[src/rtl/apple1_dsp_sender.sv]
// Apple-1 display-side character transmitter: a small FIFO feeding a
// four-phase DA/RDA handshake toward the video terminal.
module apple1_dsp_sender #(
    parameter int DEPTH       = 4,
    parameter int DATA_W      = 7,
    parameter int SYNC_STAGES = 2
) (
    input  logic                     cp,
    input  logic                     mr,
    input  logic [DATA_W-1:0]        in_data,
    input  logic                     in_valid,
    output logic                     in_ready,
    output logic [DATA_W-1:0]        dsp_data,
    output logic                     dsp_da,
    input  logic                     dsp_rda,
    output logic                     busy,
    output logic [$clog2(DEPTH):0]   count
);

    localparam int AW = $clog2(DEPTH);
    localparam int CW = AW + 1;
    localparam logic [CW-1:0] FULL_C = CW'(DEPTH);

    typedef enum logic [1:0] {
        S_IDLE    = 2'd0,
        S_SETUP   = 2'd1,
        S_STROBE  = 2'd2,
        S_RELEASE = 2'd3
    } state_t;

    logic [SYNC_STAGES-1:0] r_sync;
    logic [DATA_W-1:0]      r_mem [DEPTH];
    logic [AW-1:0]          r_wr_ptr;
    logic [AW-1:0]          r_rd_ptr;
    logic [CW-1:0]          r_count;
    state_t                 r_state;
    logic [DATA_W-1:0]      r_data;
    logic                   r_da;

    logic w_rda_s;
    logic w_push;
    logic w_pop;

    // RDA comes from the terminal's clock domain; only the last stage is trusted.
    always_ff @(posedge cp or posedge mr) begin
        if (mr) begin
            r_sync <= '0;
        end else begin
            r_sync <= {r_sync[SYNC_STAGES-2:0], dsp_rda};
        end
    end

    assign w_rda_s  = r_sync[SYNC_STAGES-1];
    assign in_ready = (r_count < FULL_C) && !mr;
    assign w_push   = in_valid && in_ready;
    assign w_pop    = (r_state == S_IDLE) && (r_count != '0) && w_rda_s;

    always_ff @(posedge cp) begin
        if (w_push) begin
            r_mem[r_wr_ptr] <= in_data;
        end
    end

    // Pointers wrap naturally because DEPTH is a power of two.
    always_ff @(posedge cp or posedge mr) begin
        if (mr) begin
            r_wr_ptr <= '0;
            r_rd_ptr <= '0;
            r_count  <= '0;
        end else begin
            if (w_push) begin
                r_wr_ptr <= r_wr_ptr + AW'(1);
            end
            if (w_pop) begin
                r_rd_ptr <= r_rd_ptr + AW'(1);
            end
            case ({w_push, w_pop})
                2'b10:   r_count <= r_count + CW'(1);
                2'b01:   r_count <= r_count - CW'(1);
                default: r_count <= r_count;
            endcase
        end
    end

    always_ff @(posedge cp or posedge mr) begin
        if (mr) begin
            r_state <= S_IDLE;
            r_data  <= '0;
            r_da    <= 1'b0;
        end else begin
            case (r_state)
                S_IDLE: begin
                    if (w_pop) begin
                        r_data  <= r_mem[r_rd_ptr];
                        r_state <= S_SETUP;
                    end
                end
                S_SETUP: begin
                    r_da    <= 1'b1;
                    r_state <= S_STROBE;
                end
                S_STROBE: begin
                    if (!w_rda_s) begin
                        r_da    <= 1'b0;
                        r_state <= S_RELEASE;
                    end
                end
                S_RELEASE: begin
                    if (w_rda_s) begin
                        r_state <= S_IDLE;
                    end
                end
                default: r_state <= S_IDLE;
            endcase
        end
    end

    assign dsp_data = r_data;
    assign dsp_da   = r_da;
    assign count    = r_count;
    assign busy     = (r_count != '0) || (r_state != S_IDLE);

endmodule

[config.mk]
export PLATFORM = sky130hd
export DESIGN_NAME = apple1_dsp_sender
export DESIGN_NICKNAME = d
export VERILOG_FILES = /design/src/rtl/apple1_dsp_sender.sv
export SDC_FILE = /design/constraint.sdc
export NUM_CORES = 1
export LEC_CHECK = 0
export ABC_AREA = 1
export CORE_MARGIN = 4
export CORE_UTILIZATION = 55
export DETAILED_ROUTE_END_ITERATION = 7
export PLACE_DENSITY = 0.77
export SLEW_MARGIN = 5
export SYNTH_ARGS = -nofsm -noshare
export SYNTH_HDL_FRONTEND = slang
export SYNTH_SLANG_ARGS = --single-unit
[constraint.sdc]
create_clock -name cp -period 2.4 [get_ports cp]
set_input_delay 0.24 -clock cp [delete_from_list [all_inputs] [get_ports cp]]
set_output_delay 0.24 -clock cp [all_outputs]
set_load 0.1 [all_outputs]
==> out/metrics.cfg <==
[critical_path]
cp.arrival_ps=2440
worstPathRequired_ps=2620
path_class=reg -> reg
r2r_cells=12
r2r_slack_ps=190
start_kind=flip-flop
endpoint=count[2]
startpoint=r_state[0]
cp_max_fo=4
r2r-start=r_state[0]
r2r_end=count[2]
worstSetupEndpointType=flip-flop

[grt]
antenna_found_initial=0
grt_pass1_vias=1301
grt_usage_pct=16.7
gr-total-overflow=0
grt_max_degree=24
grt_pass1_wl_mm=6.12

[synthesis]
yosysWarnings=0
synthArstFlopShare_pct=40.4
syn-cell-area_sq_um=2060
syn-num-nets=211
netlist_top_cells_count=48 x nand2_1, 28 x edfxtp_1, 22 x inv_1
ys_ff_latch=47
netlist-cell-type-count=25
synth_top_area_share_pct=40.8
netlist_instances=189
synthFlopType=edfxtp_1
ys_seq_area_share_pct=63.9
syn_area_per_cell_sq_um=10.9
ys_top_cells_by_area=edfxtp_1 41%, dfrtp_1 23%, nand2_1 8.7%
synth_top_cell_by_area=edfxtp_1
synth_edf_count=28
synth.most_common_cell=nand2_1

[timing]
fin_worst_skew_ps=14.6
rsz0062_at_grt=false
max_slew.worst_pin.slew_ps=748
maxSlewHeadroom_pct=50.1
fin_crit_sh_pct=92.2
fmax_ghz=0.452
hold_slack_ps=385
drv_slew=0
finalHoldViolations=0
fin_setup_tns_ps=0
fin_ws_ps=188
setup_viol=0
finalCriticalPeriod_ps=2210

[place]
dp_hpwl_mm=2.59
pre_cts_ws_ps=149
portBuffers=23
gp_congestion=0.761
place_area_sq_um=2340

[cts]
cts.sinks=47
worstSkewPairLatency_ps=300
numCtsBuffers=5
post_cts_buffers=0
htreeDepth=2
clk_pin_slew_ps=90
clk_path_buf_depth=2
cts_resized=0
cts_root_buffer=clkbuf_8
cts_tree=built
cts_hold_buf=0

[route]
first_pass_iters=4
drt_iter0_markers=116
routed-via-count=1328
wl_per_cell_microns=13.7
ant_nets=0
vias_per_cell=4.96
drc=0
totalWireLength_mm=3.67

[final_layout]
fillers=262
multiInputGateArea_sq_um=641
final_cell_area_sq_um=2470
nets=243
regArea_sq_um=1320
syn2layout_area_growth_pct=19.7
num_antenna_cells=0
drive_gt1_share_pct=18.0

[job]
cap_violations=0

[die]
die_w_microns=69.2
die_h_microns=69.2
core_sq_um=3470
io_pins=24
die_area_sq_um=4790
initial_utilization_pct=59.4
rows=21

[min_path]
hold_class=in -> reg

[outcome]
status=finished clean

critical path, stage by stage, from the launching register on:
cell,delay [ps]
dfrtp_1,420
inv_1,170
ha_4,190
nand2_1,60
clkinv_1,60
nand2_2,60
inv_2,60
ha_1,140
inv_1,70
fa_1,370
or2_2,300
nand2_1,80
xor2_1,160
logic make-up after synthesis:
| kind of cell | Yosys count | share of synthesized area [%] |
|---|---|---|
| flops | 47 | 63.9 |
| compound gates | 20 | 5.71 |
| xor+xnor | 4 | 1.70 |
| simple gates | 78 | 15.5 |
| buf+inv | 29 | 6.13 |
| fa+ha+maj | 11 | 7.04 |
per-stage QoR:
| step | util (%) | std cells |
|---|---|---|
| after global placement | 67.6 | 260 |
| after CTS | 70.8 | 268 |
| after floorplan | - | 189 |
| after global routing | 71.1 | 268 |
| final | 71.1 | 268 |
| after detailed placement | 67.6 | 260 |
registers in the layout, indices dropped and copies added (netlist names):
| register | cells |
|---|---|
| r_mem | 28 |
| dsp_data | 7 |
| count | 3 |
| r_rd_ptr | 2 |
| r_state | 2 |
| r_sync | 2 |
| r_wr_ptr | 2 |
| dsp_da | 1 |
metal layers:
metal | global-route usage [%] | vias to the layer above | part of all wire, %
met5 | 0 | - | 0
met4 | 6.51 | 0 | 1.6
met3 | 5.07 | 8 | 3.9
met2 | 27.9 | 26 | 53
met1 | 20.2 | 625 | 42
li1 | - | 669 | -
cell type report:
class                   instances  share of cell area, %
clock buffers                   6                   3.80
clock inverters                 2                  0.659
inverters                      24                   3.65
multi-input cells             113                   26.0
flip-flops and latches         47                   53.4
well taps                      46                   2.33
repair buffers                 30                   10.1
cell usage in the layout (no fill, tap or decap), types with 3 or more instances in the layout:
master / instances
buf_4: 20
clkbuf_8: 5
clkdlybuf4s50_1: 10
dfrtp_1: 17
edfxtp_1: 28
ha_1: 9
inv_1: 22
nand2_1: 47
nand2_2: 3
nand3_1: 3
nor2_1: 19
o211ai_1: 7
o21ai_0: 10
xor2_1: 3
worst min path at each step:
stage | start | end | slack (ps) | cells past startpoint
floorplan | mr | count[1] | 190 | 1
detailed placement | r_sync[0] | r_sync[1] | 370 | 0
global route | dsp_rda | r_sync[0] | 380 | 1
finish | dsp_rda | r_sync[0] | 380 | 1
CTS | dsp_rda | r_sync[0] | 380 | 1
global placement | r_sync[0] | r_sync[1] | 340 | 0
Power is left out: the tool's default activity adds up to more than one toggle a clock period on the data nets, which glitch-free logic cannot reach.
